==> src/rtl/udp_rx_pkg.sv <==
// Shared definitions for the UDP receive stage: system-wide defines, FSM states and
// the ones-complement add helper used by the checksum logic.
`ifndef FPGA_DATA_WIDTH
`define FPGA_DATA_WIDTH 8
`endif
`ifndef FPGA_IP
`define FPGA_IP 32'h0A00_0002
`endif
`ifndef FPGA_UDP_PORT
`define FPGA_UDP_PORT 16'd5000
`endif

package udp_rx_pkg;
    localparam int          DATA_W           = `FPGA_DATA_WIDTH;
    localparam logic [31:0] LOCAL_IP         = `FPGA_IP;
    localparam logic [7:0]  UDP_PROTO        = 8'h11;
    localparam logic [15:0] UDP_HDR_LEN      = 16'd8;
    localparam logic [15:0] UDP_PORT_DEFAULT = `FPGA_UDP_PORT;

    typedef enum logic [2:0] {
        ST_IDLE    = 3'd0,
        ST_HEADER  = 3'd1,
        ST_PAYLOAD = 3'd2,
        ST_VERDICT = 3'd3,
        ST_DISCARD = 3'd4
    } udp_state_t;

    // 17-bit add with the carry wrapped back into bit 0 (ones-complement addition).
    function automatic logic [15:0] oc_add(input logic [15:0] a, input logic [15:0] b);
        logic [16:0] s;
        s = {1'b0, a} + {1'b0, b};
        return s[15:0] + {15'd0, s[16]};
    endfunction
endpackage

==> src/rtl/udp_rx_if.sv <==
// Payload-side bundle from the UDP receive stage to the application parser.
interface udp_rx_if;
    import udp_rx_pkg::*;

    logic [31:0]       src_ip;
    logic [15:0]       src_port;
    logic [15:0]       payload_len;
    logic              payload_valid;
    logic              payload_sop;
    logic              payload_eop;
    logic [DATA_W-1:0] payload_data;
    logic              payload_done;
    logic              payload_err;

    modport master (
        output src_ip, src_port, payload_len, payload_valid, payload_sop,
               payload_eop, payload_data, payload_done, payload_err
    );

    modport slave (
        input  src_ip, src_port, payload_len, payload_valid, payload_sop,
               payload_eop, payload_data, payload_done, payload_err
    );
endinterface

==> src/rtl/udp_rx_csum_acc.sv <==
// Ones-complement checksum accumulator: pairs bytes into big-endian words, accepts an
// extra word per cycle, and reports pass with any pending odd byte padded by 8'h00.
module udp_csum_acc
    import udp_rx_pkg::*;
(
    input  logic        i_sys_clk,
    input  logic        i_rstn,
    input  logic        i_clr,
    input  logic [15:0] i_seed,
    input  logic        i_byte_vld,
    input  logic [7:0]  i_byte,
    input  logic        i_word_vld,
    input  logic [15:0] i_word,
    output logic        o_pass
);
    logic [15:0] sum_r;
    logic [15:0] pair_s;
    logic [15:0] sum_s;
    logic [15:0] final_s;
    logic [7:0]  hi_r;
    logic        odd_r;

    // Next running sum and the padded final sum used for the pass flag.
    always_comb begin
        pair_s  = sum_r;
        sum_s   = sum_r;
        final_s = sum_r;
        if (i_clr) begin
            pair_s = i_seed;
        end else if (i_byte_vld && odd_r) begin
            pair_s = oc_add(sum_r, {hi_r, i_byte});
        end else begin
            pair_s = sum_r;
        end
        sum_s   = i_word_vld ? oc_add(pair_s, i_word) : pair_s;
        final_s = odd_r ? oc_add(sum_r, {hi_r, 8'h00}) : sum_r;
        o_pass  = (final_s == 16'hFFFF);
    end

    // Sum register and high-byte holding register for word pairing.
    always_ff @(posedge i_sys_clk or negedge i_rstn) begin
        if (!i_rstn) begin
            sum_r <= 16'h0000;
            hi_r  <= 8'h00;
            odd_r <= 1'b0;
        end else begin
            sum_r <= sum_s;
            if (i_clr) begin
                hi_r  <= i_byte;
                odd_r <= i_byte_vld;
            end else if (i_byte_vld) begin
                if (!odd_r) begin
                    hi_r <= i_byte;
                end
                odd_r <= !odd_r;
            end
        end
    end
endmodule

==> src/rtl/udp_rx.sv <==
// UDP receive stage: parses and filters the 8-byte header, verifies the checksum and
// forwards payload bytes with sop/eop framing followed by a done/err verdict.
module udp_rx
    import udp_rx_pkg::*;
#(
    parameter logic [15:0] LOCAL_PORT  = UDP_PORT_DEFAULT,
    parameter bit          CHECKSUM_EN = 1'b1
) (
    input  logic              i_sys_clk,
    input  logic              i_rstn,
    input  logic              i_new_segment,
    input  logic              i_drop_segment,
    input  logic [31:0]       i_src_ip,
    input  logic [15:0]       i_segment_len_b,
    input  logic [7:0]        i_segment_type,
    input  logic [DATA_W-1:0] i_segment_data,
    output logic              o_udp_drop,
    udp_rx_if.master          pl
);
    udp_state_t        state_r, state_s;
    logic [2:0]        hdr_cnt_r;
    logic [15:0]       pay_cnt_r, payload_len_r, udp_len_r, csum_rx_r, src_port_r;
    logic [31:0]       src_ip_r;
    logic [DATA_W-1:0] prev_byte_r, data_r;
    logic [15:0]       word_s, csum_seed_s;
    logic              start_udp_s, hdr_byte_s, pay_byte_s, hdr_reject_s, last_pay_s;
    logic              csum_word_vld_s, csum_pass_s;
    logic              udp_drop_s, valid_s, sop_s, eop_s, done_s, err_s;
    logic              udp_drop_r, valid_r, sop_r, eop_r, done_r, err_r;

    // Decode of the byte on the bus: header filtering and checksum feed controls.
    always_comb begin
        word_s       = {prev_byte_r, i_segment_data};
        start_udp_s  = (state_r == ST_IDLE) && i_new_segment && (i_segment_type == UDP_PROTO);
        hdr_byte_s   = (state_r == ST_HEADER) && i_new_segment && !i_drop_segment;
        pay_byte_s   = (state_r == ST_PAYLOAD) && i_new_segment && !i_drop_segment;
        hdr_reject_s = 1'b0;
        if (hdr_byte_s && (hdr_cnt_r == 3'd3)) begin
            hdr_reject_s = (word_s != LOCAL_PORT);
        end else if (hdr_byte_s && (hdr_cnt_r == 3'd5)) begin
            hdr_reject_s = (word_s < UDP_HDR_LEN) || (word_s > i_segment_len_b);
        end else begin
            hdr_reject_s = 1'b0;
        end
        last_pay_s      = (pay_cnt_r == (payload_len_r - 16'd1));
        // The header length field and the pseudo-header length are the same value.
        csum_word_vld_s = hdr_byte_s && (hdr_cnt_r == 3'd6);
        csum_seed_s     = oc_add(oc_add(oc_add(oc_add(i_src_ip[31:16], i_src_ip[15:0]),
                                 LOCAL_IP[31:16]), LOCAL_IP[15:0]), {8'h00, UDP_PROTO});
    end

    udp_csum_acc u_csum (
        .i_sys_clk  (i_sys_clk),
        .i_rstn     (i_rstn),
        .i_clr      (start_udp_s),
        .i_seed     (csum_seed_s),
        .i_byte_vld (start_udp_s || hdr_byte_s || pay_byte_s),
        .i_byte     (i_segment_data),
        .i_word_vld (csum_word_vld_s),
        .i_word     (udp_len_r),
        .o_pass     (csum_pass_s)
    );

    // State register.
    always_ff @(posedge i_sys_clk or negedge i_rstn) begin
        if (!i_rstn) begin
            state_r <= ST_IDLE;
        end else begin
            state_r <= state_s;
        end
    end

    // Next-state logic; abort paths leave through DISCARD while the segment still streams.
    always_comb begin
        state_s = state_r;
        case (state_r)
            ST_IDLE: begin
                if (i_new_segment) begin
                    state_s = (i_segment_type == UDP_PROTO) ? ST_HEADER : ST_DISCARD;
                end else begin
                    state_s = ST_IDLE;
                end
            end
            ST_HEADER: begin
                if (!i_new_segment) begin
                    state_s = ST_IDLE;
                end else if (i_drop_segment || hdr_reject_s) begin
                    state_s = ST_DISCARD;
                end else if (hdr_cnt_r == 3'd7) begin
                    state_s = (udp_len_r == UDP_HDR_LEN) ? ST_VERDICT : ST_PAYLOAD;
                end else begin
                    state_s = ST_HEADER;
                end
            end
            ST_PAYLOAD: begin
                if (!i_new_segment) begin
                    state_s = ST_IDLE;
                end else if (i_drop_segment) begin
                    state_s = ST_DISCARD;
                end else if (last_pay_s) begin
                    state_s = ST_VERDICT;
                end else begin
                    state_s = ST_PAYLOAD;
                end
            end
            ST_VERDICT: state_s = i_new_segment ? ST_DISCARD : ST_IDLE;
            ST_DISCARD: state_s = i_new_segment ? ST_DISCARD : ST_IDLE;
            default:    state_s = ST_IDLE;
        endcase
    end

    // Output decode; drop or truncation during payload yields an immediate failed verdict.
    always_comb begin
        udp_drop_s = hdr_reject_s;
        valid_s    = pay_byte_s;
        sop_s      = pay_byte_s && (pay_cnt_r == 16'd0);
        eop_s      = pay_byte_s && last_pay_s;
        done_s     = 1'b0;
        err_s      = 1'b0;
        case (state_r)
            ST_PAYLOAD: begin
                if (!pay_byte_s) begin
                    done_s = 1'b1;
                    err_s  = 1'b1;
                end else begin
                    done_s = 1'b0;
                    err_s  = 1'b0;
                end
            end
            ST_VERDICT: begin
                done_s = 1'b1;
                err_s  = CHECKSUM_EN && !(csum_pass_s || (csum_rx_r == 16'h0000));
            end
            default: begin
                done_s = 1'b0;
                err_s  = 1'b0;
            end
        endcase
    end

    // Registered framing, verdict and header-drop outputs.
    always_ff @(posedge i_sys_clk or negedge i_rstn) begin
        if (!i_rstn) begin
            udp_drop_r <= 1'b0;
            valid_r    <= 1'b0;
            sop_r      <= 1'b0;
            eop_r      <= 1'b0;
            done_r     <= 1'b0;
            err_r      <= 1'b0;
            data_r     <= {DATA_W{1'b0}};
        end else begin
            udp_drop_r <= udp_drop_s;
            valid_r    <= valid_s;
            sop_r      <= sop_s;
            eop_r      <= eop_s;
            done_r     <= done_s;
            err_r      <= err_s;
            data_r     <= valid_s ? i_segment_data : data_r;
        end
    end

    // Header field capture and payload byte counting.
    always_ff @(posedge i_sys_clk or negedge i_rstn) begin
        if (!i_rstn) begin
            hdr_cnt_r     <= 3'd0;
            pay_cnt_r     <= 16'd0;
            payload_len_r <= 16'd0;
            udp_len_r     <= 16'd0;
            csum_rx_r     <= 16'd0;
            src_port_r    <= 16'd0;
            src_ip_r      <= 32'd0;
            prev_byte_r   <= {DATA_W{1'b0}};
        end else begin
            case (state_r)
                ST_IDLE: begin
                    if (start_udp_s) begin
                        src_ip_r    <= i_src_ip;
                        prev_byte_r <= i_segment_data;
                        hdr_cnt_r   <= 3'd1;
                    end
                end
                ST_HEADER: begin
                    if (hdr_byte_s) begin
                        prev_byte_r <= i_segment_data;
                        hdr_cnt_r   <= hdr_cnt_r + 3'd1;
                        case (hdr_cnt_r)
                            3'd1: src_port_r <= word_s;
                            3'd5: begin
                                udp_len_r <= word_s;
                                if (!hdr_reject_s) begin
                                    payload_len_r <= word_s - UDP_HDR_LEN;
                                end
                            end
                            3'd7: begin
                                csum_rx_r <= word_s;
                                pay_cnt_r <= 16'd0;
                            end
                            default: begin
                            end
                        endcase
                    end
                end
                ST_PAYLOAD: begin
                    if (pay_byte_s) begin
                        pay_cnt_r <= pay_cnt_r + 16'd1;
                    end
                end
                default: begin
                end
            endcase
        end
    end

    assign o_udp_drop       = udp_drop_r;
    assign pl.src_ip        = src_ip_r;
    assign pl.src_port      = src_port_r;
    assign pl.payload_len   = payload_len_r;
    assign pl.payload_valid = valid_r;
    assign pl.payload_sop   = sop_r;
    assign pl.payload_eop   = eop_r;
    assign pl.payload_data  = data_r;
    assign pl.payload_done  = done_r;
    assign pl.payload_err   = err_r;
endmodule
==> src/flat_wrapper.sv <==
// flat-port wrapper written by rule: the top's interface ports become plain ports
module udp_rx_flat import udp_rx_pkg::*;
#(
    parameter logic [15:0] LOCAL_PORT  = UDP_PORT_DEFAULT,
    parameter bit          CHECKSUM_EN = 1'b1
)
  (i_sys_clk, i_rstn, i_new_segment, i_drop_segment, i_src_ip, i_segment_len_b, i_segment_type, i_segment_data, o_udp_drop, pl_src_ip, pl_src_port, pl_payload_len, pl_payload_valid, pl_payload_sop, pl_payload_eop, pl_payload_data, pl_payload_done, pl_payload_err);
  udp_rx_if pl_i ();
  input  logic i_sys_clk;
  input  logic i_rstn;
  input  logic i_new_segment;
  input  logic i_drop_segment;
  input  logic [31:0] i_src_ip;
  input  logic [15:0] i_segment_len_b;
  input  logic [7:0] i_segment_type;
  input  logic [DATA_W-1:0] i_segment_data;
  output logic o_udp_drop;
  output wire logic [$bits(pl_i.src_ip)-1:0] pl_src_ip;
  output wire logic [$bits(pl_i.src_port)-1:0] pl_src_port;
  output wire logic [$bits(pl_i.payload_len)-1:0] pl_payload_len;
  output wire logic [$bits(pl_i.payload_valid)-1:0] pl_payload_valid;
  output wire logic [$bits(pl_i.payload_sop)-1:0] pl_payload_sop;
  output wire logic [$bits(pl_i.payload_eop)-1:0] pl_payload_eop;
  output wire logic [$bits(pl_i.payload_data)-1:0] pl_payload_data;
  output wire logic [$bits(pl_i.payload_done)-1:0] pl_payload_done;
  output wire logic [$bits(pl_i.payload_err)-1:0] pl_payload_err;
  assign pl_src_ip = pl_i.src_ip;
  assign pl_src_port = pl_i.src_port;
  assign pl_payload_len = pl_i.payload_len;
  assign pl_payload_valid = pl_i.payload_valid;
  assign pl_payload_sop = pl_i.payload_sop;
  assign pl_payload_eop = pl_i.payload_eop;
  assign pl_payload_data = pl_i.payload_data;
  assign pl_payload_done = pl_i.payload_done;
  assign pl_payload_err = pl_i.payload_err;
  udp_rx #(.LOCAL_PORT(LOCAL_PORT), .CHECKSUM_EN(CHECKSUM_EN)) u_core (.i_sys_clk(i_sys_clk), .i_rstn(i_rstn), .i_new_segment(i_new_segment), .i_drop_segment(i_drop_segment), .i_src_ip(i_src_ip), .i_segment_len_b(i_segment_len_b), .i_segment_type(i_segment_type), .i_segment_data(i_segment_data), .o_udp_drop(o_udp_drop), .pl(pl_i));
endmodule
==> config.mk <==
export PLATFORM = sky130hd
export DESIGN_NAME = udp_rx_flat
export DESIGN_NICKNAME = d
export VERILOG_FILES = /design/src/rtl/udp_rx_pkg.sv /design/src/rtl/udp_rx_if.sv /design/src/rtl/udp_rx_csum_acc.sv /design/src/rtl/udp_rx.sv /design/src/flat_wrapper.sv
export SDC_FILE = /design/constraint.sdc
export NUM_CORES = 1
export LEC_CHECK = 0
export CORE_ASPECT_RATIO = 2
export CORE_UTILIZATION = 60
export DETAILED_ROUTE_END_ITERATION = 10
export GPL_ROUTABILITY_DRIVEN = 1
export PLACE_DENSITY = 0.94
export SETUP_SLACK_MARGIN = 0.1
export SYNTH_ARGS = -nofsm -noshare
export SYNTH_HDL_FRONTEND = slang
export SYNTH_SLANG_ARGS = --single-unit
==> constraint.sdc <==
create_clock -name i_sys_clk -period 13.35 [get_ports i_sys_clk]
set_clock_uncertainty 0.1 [all_clocks]
set_input_delay 4.005 -clock i_sys_clk [delete_from_list [all_inputs] [get_ports i_sys_clk]]
set_output_delay 4.005 -clock i_sys_clk [all_outputs]
set_load 0.02 [all_outputs]
==> metrics.yaml, run 1 <==
global_routing:
  overflow: 577
  grt_max_degree: 78
  grt_use_total_pct: 78.7
  grt_pass1_vias: 21270
  grt_first_pass_wirelength_um: 138000
synthesis:
  syn_nets: 1761
  dominantRegCellSynth: "dfrtp_1"
  synthDistinctLibCells: 97
  synth_seq_cells: 165
  muxShareOfSynthArea_pct: 4.83
  async_flop_share_pct: 100
  ys_seq_area_share_pct: 30.5
  ys_top_cells_by_count: "nand2_1 (294), dfrtp_1 (165), xnor2_1 (112), nor2_1 (98), ha_1 (93)"
  synth.most_common_cell: "nand2_1"
  synth_cells: 1596
  synth-edff-count: 0
  synth_top_family_by_area: "simple AND/OR/NAND/NOR gates"
  syn-cell-area_mm2: 0.0135
  yosys-top-cells-area: "dfrtp_1 (30%), ha_1 (8.6%), nand2_1 (8.1%), xnor2_1 (7.2%), mux2_2 (4.2%)"
  synth_compound_area_share_pct: 16.9
  yosys.area_share.adder_pct: 9.18
  yosys_warnings: 0
  syn_avg_cell_area_um2: 8.49
  synth_area_leader_cell: "dfrtp_1"
  synth_xor_area_share_pct: 12.5
  synth_top_cell_area_share_pct: 30.5
  synthSimpleGateAreaFrac_pct: 22.5
clocking:
  htreeDepth: 4
  cts-buffers-inserted: 17
  root_buffer: "clkbuf_16"
  cts_buffer_depth: 2
  clock-sinks: 165
  holdBufCountCts: 0
floorplan:
  die_x_um: 108
  start_util_pct: 61.1
  rows: 77
  die_y_um: 214
  ioPinCount: 146
run_status:
  outcome: "aborted with a tool error"
  firstError: "[ERROR GRT-0116] Global routing finished with congestion. Check the congestion regions in the DRC Viewer."
  haltStage: "global routing (5_1_grt)"
placement:
  dp_hpwl_um: 40200
  gp_congestion: 1.03
  numPortBuffers: 145
[cell families after synthesis]
group                    Yosys count
AND/OR/NAND/NOR                  642
AO/OA/AOI/OAI                    325
XOR/XNOR                         181
flip-flops                       165
buffers and inverters            127
adder cells (fa/ha/maj)           97
multiplexers                      59
[repair_timing]
item | 4_1_cts
setup endpoints to repair | 16
pin swaps | 91
setup buffers | 36
resized for setup | 161
[through the flow]
step           util [%]  TNS, ps  cells  setup WS [ps]  cell area (µm²)
2_1_floorplan         -   -27550   1596          -2000            13800
3_3_place_gp       79.5   -43260   2258          -2940            17600
4_1_cts            85.9   -35580   2326          -2520            19000
3_5_place_dp       79.5   -54980   2258          -3700            17600
[layer usage]
| metal | overflow | GRT usage, % |
|---|---|---|
| met4 | 176 | 81.7 |
| met2 | 369 | 98.4 |
| met1 | 15 | 75.5 |
| met3 | 17 | 61.5 |
| met5 | 0 | 19.2 |
==> run 2: changes to the inputs <==
Settings changed: CORE_ASPECT_RATIO 2 to unset, CORE_UTILIZATION 60 to 40, PLACE_DENSITY 0.94 to unset, PLACE_DENSITY_LB_ADDON set to 0.15, SETUP_SLACK_MARGIN 0.1 to unset.
==> metrics.yaml, run 2 <==
layout:
  fin_cells: 2515
  fillCellCount: 2947
  final_common_cell: "buf_4"
  synthToLayoutAreaGrowth_pct: 43.2
  most-common-layout-cells: "buf_4 (345), nand2_1 (284), dfrtp_1 (165)"
  nNetsFinal: 2219
  drive_gt1_share_pct: 30.0
  diodes: 0
  largest_reg_flops: 32
synthesis:
  syn-cell-area_mm2: 0.0135  # unchanged
  dominantRegCellSynth: "dfrtp_1"
  yosys-top-cells-area: "dfrtp_1 (30%), ha_1 (8.6%), nand2_1 (8.1%), xnor2_1 (7.2%), mux2_2 (4.2%)"
  synthSimpleGateAreaFrac_pct: 22.5  # unchanged
  syn_nets: 1761  # unchanged
  synth_area_leader_cell: "dfrtp_1"
  syn_avg_cell_area_um2: 8.49  # unchanged
  synth_compound_area_share_pct: 16.9  # unchanged
  synth_xor_area_share_pct: 12.5  # unchanged
  yosys_warnings: 0  # unchanged
  muxShareOfSynthArea_pct: 4.83  # unchanged
  synthDistinctLibCells: 97  # unchanged
  synth-edff-count: 0  # unchanged
  synth_cells: 1596  # unchanged
  synth_top_cell_area_share_pct: 30.5  # unchanged
  yosys.area_share.adder_pct: 9.18  # unchanged
  synth_seq_cells: 165  # unchanged
  ys_seq_area_share_pct: 30.5  # unchanged
  synth_top_family_by_area: "simple AND/OR/NAND/NOR gates"
  async_flop_share_pct: 100  # unchanged
  ys_top_cells_by_count: "nand2_1 (294), dfrtp_1 (165), xnor2_1 (112), nor2_1 (98), ha_1 (93)"
  synth.most_common_cell: "nand2_1"
critical_path:
  endpoint_kind: "flip-flop"
  criticalPathCategory: "input pin to flip-flop"
  rr_worst_depth: 42
  r2r_start: "u_core.u_csum.sum_r[0]$_DFF_PN0_"
  cp-startpoint: "i_src_ip[16]"
  critPathRequiredTime_ps: 13530
  worstSetupStartpointType: "input pin"
  worstReg2RegEnd: "u_core.u_csum.sum_r[15]$_DFF_PN0_"
  cp_slowest_cell: "or4_4"
  cp.arrival_ps: 15740
  crit_top_cell: "buf_4"
  max_stage_delay_ps: 550
  path_max_fanout: 4
  rrSetupSlack_ps: 5920
sta:
  period_minus_slack_ps: 15550
  final_max_slew_viol_count: 0
  max_freq_mhz: 64.3
  hold_violations: 0
  rsz0062_at_grt: "true"
  slew_headroom_pct: 12.8
  post-route-period-util_pct: 116
  setup-violations-final: 16
  worst_pin_slew_ps: 1270
  fin_ws_ps: -2200
route:
  drt_iter0_markers: 679
  drc: 0
  num_vias: 13328
  viasPerCell: 5.30
  wire_per_inst_um: 17.3
  dr.pass1.iters: 5
  ant_nets: 0
  routed_wl_um: 43500
worst_hold_path:
  holdCritPathClass: "flip-flop to flip-flop"
  holdPathEnd: "u_core.pl.payload_data[6]$_DFFE_PN0P_"
  min_from: "u_core.pl.payload_data[6]$_DFFE_PN0P_"
  hold_depth: 2
floorplan:
  die_y_um: 186  # -13%
  ioPinCount: 146  # unchanged
  dieArea_mm2: 0.0346
  die_x_um: 186  # +72%
  start_util_pct: 40.5  # -21 points
  core-area_mm2: 0.0334
  rows: 67  # -13%
power:
  power.total_uw: 1850
  power_frac_comb_pct: 41.5
  power_leakage_uw: 0.00897
  p_per_area_mw_per_mm2: 95.3
  p_seq_share_pct: 28.4
  switching_share_pct: 33.9
  p_clk_share_pct: 30.0
  power_switching_uw: 628
  internal-power_uw: 1220
  peakVddDrop_mv: 0.0879
clocking:
  cts_buffer_depth: 2  # unchanged
  cts_tree: "yes"
  holdBufCountCts: 0  # unchanged
  clock-sinks: 165  # unchanged
  clk_pin_slew_ps: 70
  htreeDepth: 4  # unchanged
  root_buffer: "clkbuf_16"
  clock_latency_ps: 440
  cts-buffers-inserted: 17  # unchanged
placement:
  place_inst: 2444  # +8.2%
  dp_hpwl_um: 33000  # -18%
  gp_congestion: 0.913  # -11%
  numPortBuffers: 145  # unchanged
flow_run:
  drv_cap: 0
run_status:
  failed_checks: "negative setup slack"
  outcome: "complete, but fails checks"
global_routing:
  grt_max_degree: 104
  grt_first_pass_wirelength_um: 69000
  grt_use_total_pct: 25.5
  grt_pass1_vias: 13398
  overflow: 0
  antenna_found_initial: 0
## run 2: cell counts after synthesis
No cell type changed its count.
## run 2: worst max path at each step
stage / endpoint / cells past startpoint
final: u_core.u_csum.sum_r[15]$_DFF_PN0_ / 73
after global routing: u_core.u_csum.sum_r[14]$_DFF_PN0_ / 75
after CTS: u_core.u_csum.sum_r[12]$_DFF_PN0_ / 73
after detailed placement: u_core.u_csum.sum_r[15]$_DFF_PN0_ / 72
after global placement: u_core.u_csum.sum_r[14]$_DFF_PN0_ / 75
after floorplan: u_core.u_csum.sum_r[14]$_DFF_PN0_ / 73
## run 2: layout make-up
type                    instances  area, µm²  share of cell area [%]
clock buffers                  18        439                    2.26
clock inverters                14        209                    1.08
inverters                      67        251                    1.30
multi-input cells            1304       9720                    50.1
flip-flops and latches        165       4130                    21.3
well taps                     448        561                    2.89
repair buffers                499       4090                    21.1
## run 2: power groups by stage
stage          sequential [µW]  combinational [µW]  clock, µW
2_1_floorplan              530                 369          0
3_3_place_gp               535                 709          0
3_5_place_dp               535                 713          0
4_1_cts                    525                 752        566
5_1_grt                    527                 832        584
6_report                   526                 768        556
## run 2: repair_timing
item,4_1_cts,5_1_grt
gates resized for setup,122,55
buffers inserted,27,13
pin swaps,52,59
setup endpoints to repair,16,16
## run 2: layer usage
layer / track usage, % / vias up / share of wire, %
met1: 31.8 / 6430 / 44
met4: 6.82 / 0 / 2.2
met2: 45.1 / 289 / 50
li1: - / 6552 / -
met3: 4.17 / 57 / 4.3
met5: 0 / - / 0
## run 2: through the flow
step           area, µm²  TNS (ps)  hold WS, ps  setup slack [ps]  util, %
2_1_floorplan      13800    -27550          346             -2000        -
3_3_place_gp       17900    -43830          358             -2950     53.6
3_5_place_dp       17900    -47780          361             -3210     53.6
4_1_cts            19100    -26690          380             -1920     57.0
5_1_grt            19400    -41300          392             -2870     58.0
6_report           19400    -30390          373             -2200     58.0
## run 2: cell families (layout without fill, tap and decap cells)
logic type	after synthesis	in the layout
AO/OA/AOI/OAI	325	325
XOR/XNOR	181	181
adder cells (fa/ha/maj)	97	97
buffers and inverters	127	598
flip-flops	165	165
multiplexers	59	59
AND/OR/NAND/NOR	642	642
## run 2: critical path, delay by kind of cell
| family | cells | cell delay, ps |
|---|---|---|
| adders and majority gates | 10 | 2230 |
| buffers and inverters | 16 | 1800 |
| and+or+nand+nor | 29 | 4560 |
| xor gates and xnor gates | 3 | 510 |
| AOI/OAI and AO/OA | 15 | 2610 |
Note: power is estimated with default switching activity, not from simulation.
==> RTL change 1: new RTL, flow settings as in run 2 <==
`sum_r` no longer has a reset.
--- a/src/rtl/udp_rx_csum_acc.sv
+++ b/src/rtl/udp_rx_csum_acc.sv
@@ -42,3 +42,2 @@
         if (!i_rstn) begin
-            sum_r <= 16'h0000;
             hi_r  <= 8'h00;
@@ -46,3 +45,2 @@
         end else begin
-            sum_r <= sum_s;
             if (i_clr) begin
@@ -58,2 +56,6 @@
     end
+
+    always_ff @(posedge i_sys_clk) begin
+        sum_r <= sum_s;
+    end
 endmodule
Function: same outputs for any inputs over 4 cycles, from zero or initial values and one cycle with i_rstn low; that may be too few to reach the edited logic, so the function may still have changed.
==> RTL change 1 against run 2 <==
  * Worst setup slack gained 0.051 ns
  * Count of clock-buffer cells in the layout shrank 1
  * Via count grew 2.0%
  * Wire length grew 0.62%
  * Sequential cell count is the same
  * Final area grew 2.1%
  * The flow still finishes with violations (negative setup slack)
  * Largest power group unchanged
  * Combinational power grew 9.6%
  * Total power grew 2.0%
  * Synthesized area shrank 0.59%
  * Highest routed layer unchanged
  * Critical path depth grew 2
  * Sequential power is essentially flat
==> RTL change 1: results (changes against run 2) <==
[outcome]
status = complete, but fails checks  ; unchanged
failed_checks = negative setup slack  ; unchanged

[setup_path]
slowest_delay_ns = 0.52  ; was 0.55 ns
r2r_end = u_core.u_csum.sum_r[14]  ; was u_core.u_csum.sum_r[15]
regToRegSetupSlack_ns = 6.07  ; was 5.92 ns
r2r.worst_path.cells = 44  ; was 42
cp.arrival_ns = 15.69  ; was 15.74 ns

[detailed_routing]
wl_met1_um = 19400  ; was 19100 um
finalWirelength_um = 43800  ; was 43500 um
dr.pass1.iters = 7  ; was 5
route.met3.wl_um = 1880  ; was 1890 um
route.met2.wl_um = 21400  ; was 21600 um
drt-vias-per-instance = 5.32  ; was 5.30
drt_iter0_drc = 765  ; was 679

[sta]
setup_slack_ns = -2.15  ; was -2.20 ns
setup_viol = 16  ; unchanged
hold_slack_ns = 0.375  ; was 0.373 ns
fin_setup_tns_ns = -29.85  ; was -30.39 ns
slew-limit-headroom = 0.293  ; was 0.128

[global_routing]
grt_max_degree = 97  ; was 104
antenna_found_initial = 1  ; was 0
grt_pass1_wl_um = 69400  ; was 69000 um
grt_pass1_vias = 13363  ; was 13398
grt.total_usage = 0.257  ; was 0.255
grtUsageMet2 = 0.449  ; was 0.451

[placed_design]
gp_congestion = 0.896  ; was 0.913
dpl.cell_count = 2437  ; was 2444
hpwl_um = 32700  ; was 33000 um

[cells_and_area]
fill_cells = 2920  ; was 2947
final_nets = 2264  ; was 2219
layout-drive-gt1-share = 0.326  ; was 0.300
final_cells = 2555  ; was 2515

[power]
p_int_mw = 1.22  ; about the same
seqPwrFrac = 0.278  ; was 0.284
ir_worst_vdd_v = 0.0000884  ; was 0.0000879 V
powerClk_mw = 0.521  ; was 0.556 mW

[logic_synthesis]
seq_area_frac_synth = 0.301  ; was 0.305
synth.area.mux_share = 0.0486  ; was 0.0483
synth_area_leaders = dfrtp_1 28%, ha_1 8.6%, nand2_1 8.2%  ; was dfrtp_1 30%, ha_1 8.6%, nand2_1 8.1%
synthArstFlopShare = 0.903  ; was 1.00
synth_compound_area_frac = 0.170  ; was 0.169
synth_adder_area_share = 0.0924  ; was 0.0918
synth.distinct_cells = 98  ; was 97
synth_xor_area_frac = 0.125  ; about the same
ys_top_cells_by_count = 294 x nand2_1, 149 x dfrtp_1, 112 x xnor2_1  ; was 294 x nand2_1, 165 x dfrtp_1, 112 x xnor2_1

[worst_hold_path]
min_from = u_core.pl.payload_data[5]  ; was u_core.pl.payload_data[6]
min_to = u_core.pl.payload_data[5]  ; was u_core.pl.payload_data[6]

[clocking]
post_cts.repair.setup_buffers = 67  ; was 27
cts_resized = 163  ; was 122

==> RTL change 1: changes by cell type after synthesis, sizes merged <==
cell | before | now
dfrtp | 165 | 149
dfxtp | 0 | 16
==> RTL change 1: cell type report <==
class                   count  area (um2)  share of cell area
inverters                  67         254              0.0128
flip-flops and latches    165        4050               0.204
well taps                 442         553              0.0279
multi-input cells        1304        9920               0.501
diodes                      1        2.50            0.000126
clock buffers              17         425              0.0215
clock inverters            15         181             0.00916
repair buffers            544        4420               0.223
==> RTL change 1: worst max-delay path: cells and delay by family <==
kind | cells | cell delay (ns)
and+or+nand+nor | 22 | 3.52
buffers and inverters | 25 | 2.97
AOI/OAI and AO/OA | 15 | 2.59
adders and majority gates | 7 | 1.61
xor gates and xnor gates | 5 | 0.80
muxes | 1 | 0.17
==> RTL change 1: worst max path at each step <==
| stage | from | to | slack [ns] | cells after the start |
|---|---|---|---|---|
| after detailed placement | i_src_ip[0] | u_core.u_csum.sum_r[14] | -3.38 | 75 |
| after global placement | i_src_ip[0] | u_core.u_csum.sum_r[14] | -3.00 | 75 |
| final | i_src_ip[0] | u_core.u_csum.sum_r[15] | -2.15 | 75 |
| after floorplan | i_src_ip[0] | u_core.u_csum.sum_r[14] | -2.00 | 73 |
| after CTS | i_src_ip[16] | u_core.u_csum.sum_r[14] | -1.99 | 71 |
| after global routing | i_src_ip[0] | u_core.u_csum.sum_r[14] | -2.76 | 74 |
==> RTL change 1: metrics by stage <==
step	total power [mW]	worst slack [ns]	cell area, um2
after floorplan	0.898	-2.00	13700
after global placement	1.24	-3.00	17800
after detailed placement	1.25	-3.38	17800
after CTS	1.85	-1.99	19400
after global routing	1.98	-2.76	19800
final	1.89	-2.15	19800
==> RTL change 2: new RTL, config.mk and constraints of run 2 <==
Without the edit above. `CHECKSUM_EN` is set to 1'b1 in 2 places; all go to 1'b0.
--- a/src/rtl/udp_rx.sv
+++ b/src/rtl/udp_rx.sv
@@ -6,3 +6,3 @@
     parameter logic [15:0] LOCAL_PORT  = UDP_PORT_DEFAULT,
-    parameter bit          CHECKSUM_EN = 1'b1
+    parameter bit          CHECKSUM_EN = 1'b0
 ) (
--- a/src/flat_wrapper.sv
+++ b/src/flat_wrapper.sv
@@ -4,3 +4,3 @@
     parameter logic [15:0] LOCAL_PORT  = UDP_PORT_DEFAULT,
-    parameter bit          CHECKSUM_EN = 1'b1
+    parameter bit          CHECKSUM_EN = 1'b0
 )
Check against the original RTL: no difference found for any inputs over 4 cycles, from zero or initial values and one cycle with i_rstn low; that may be too few to reach the edited logic, so the function may still have changed.
==> RTL change 2 against run 2 <==
  * Critical path depth decreased by 65
  * Global-route usage decreased by 4.7 points
  * Worst setup slack improved by 8.9 ns
  * Worst hold slack improved by 0.00068 ns
  * Total power decreased by 52%
  * Sequential cell count decreased by 41
  * Wire length decreased by 65%
  * Synthesized area decreased by 54%
  * Final area decreased by 57%
  * First-iteration DRC count decreased by 63%
  * Sequential power decreased by 26%
  * Combinational power decreased by 91%
  * Clock power decreased by 21%
==> RTL change 2: results (changes against run 2) <==
[detailed_routing]
route.met2.wl_um = 7340  ; was 21600 um
dr.pass1.iters = 4  ; was 5
drt-wirelength-per-cell_um = 17.0  ; was 17.3 um
drt_iter0_drc = 251  ; was 679
num_vias = 4740  ; was 13328
route.met3.wl_um = 801  ; was 1890 um
wl_met1_um = 6940  ; was 19100 um

[global_routing]
use_met3 = 0.0595  ; was 0.0417
grt_pass1_vias = 4871  ; was 13398
grtUsageMet2 = 0.332  ; was 0.451
grt_max_degree = 69  ; was 104
grt.total_usage = 0.207  ; was 0.255
grt_pass1_wl_um = 25600  ; was 69000 um
grt_use_met1 = 0.271  ; was 0.318

[clocking]
cts_buffers = 17  ; unchanged
clk_latency_ns = 0.41  ; was 0.44 ns
post_cts.repair.setup_buffers = 0  ; was 27
path_clk_slew_ns = 0.05  ; was 0.07 ns
cts_resized = 0  ; was 122

[logic_synthesis]
synth_xor_area_frac = 0.0507  ; was 0.125
synthArstFlopShare = 1.00  ; unchanged
synth_compound_area_frac = 0.0636  ; was 0.169
synth_adder_area_share = 0.0483  ; was 0.0918
synth.distinct_cells = 58  ; was 97
synth_area_leaders = dfrtp_1 50%, mux2_2 13%, ha_1 4.8%  ; was dfrtp_1 30%, ha_1 8.6%, nand2_1 8.1%
synth.area.mux_share = 0.149  ; was 0.0483
syn_nets = 647  ; was 1761
ys_top_cells_by_count = 124 x dfrtp_1, 70 x mux2_2, 52 x nand2_1  ; was 294 x nand2_1, 165 x dfrtp_1, 112 x xnor2_1
seq_area_frac_synth = 0.499  ; was 0.305

[setup_path]
cp.arrival_ns = 6.85  ; was 15.74 ns
cp_max_fo = 21  ; was 4

[power]
power_leakage_nw = 4.00  ; was 8.97 nW
p_int_mw = 0.698  ; was 1.22 mW
top_power_group = clock  ; was combinational logic
clkPwrFrac = 0.490  ; was 0.300
p_seq_mw = 0.390  ; was 0.526 mW
ir_worst_vdd_v = 0.0000832  ; was 0.0000879 V

[cells_and_area]
layout-drive-gt1-share = 0.158  ; was 0.300
final_nets = 793  ; was 2219
antenna_cells = 0  ; unchanged
fill_cells = 1351  ; was 2947

[placed_design]
gp_congestion = 0.874  ; was 0.913
hpwl_um = 11200  ; was 33000 um
placement.cell_area_um2 = 7820  ; was 17900 um2

[sta]
worstMarginPinSlew_ns = 0.918  ; was 1.27 ns

[outcome]
status = completed  ; was complete, but fails checks

RTL change 2: cell count changes in the layout (fill, tap and decap cells not counted), moves of 41 or more:
| cell | before | now |
|---|---|---|
| a21oi_1 | 61 | 16 |
| ha_1 | 70 | 24 |
| dfrtp_1 | 165 | 124 |
| buf_4 | 345 | 4 |
| nor2_1 | 94 | 29 |
| xnor2_1 | 102 | 16 |
| nand2_1 | 284 | 52 |
RTL change 2: cell type report:
cell class	instances	area, um2	share of cell area
clock inverters	8	92.6	0.0110
multi-input cells	380	2900	0.346
clock buffers	23	468	0.0558
flip-flops and latches	124	3100	0.370
inverters	30	113	0.0134
repair buffers	148	1470	0.176
well taps	188	235	0.0281
RTL change 2: metrics by stage:
step,hold slack (ns),power (mW),setup slack [ns],utilization,std cells
floorplan,0.342,0.419,7.33,-,555
global placement,0.365,0.461,6.38,0.515,870
detailed placement,0.363,0.462,6.30,0.515,870
CTS,0.381,0.906,6.74,0.551,901
global route,0.403,0.929,6.47,0.551,901
finish,0.374,0.893,6.69,0.551,901
RTL change 2: worst paths after layout:
path	startpoint	endpoint	slack [ns]	cells after the start
worst max-delay path	i_drop_segment	u_core.pl.payload_len[3]	6.69	8
worst min-delay path	u_core.udp_len_r[3]	u_core.udp_len_r[3]	0.37	2
max in group asynchronous	i_rstn	u_core.pl.payload_len[4]	8.23	2
worst min register to register	u_core.udp_len_r[3]	u_core.udp_len_r[3]	0.37	2
worst max register to register	u_core.state_r[1]	u_core.pl.payload_len[3]	10.02	7
min in group asynchronous	i_rstn	u_core.pl.src_port[12]	3.60	1
RTL change 2: worst max-delay path, stage by stage:
cell,delay (ns)
clkdlybuf4s50_1,0.47
nand2b_1,0.20
nor2_2,0.20
nand3_1,0.67
a311oi_2,0.47
o31ai_1,0.21
nand2_4,0.24
mux2_2,0.36
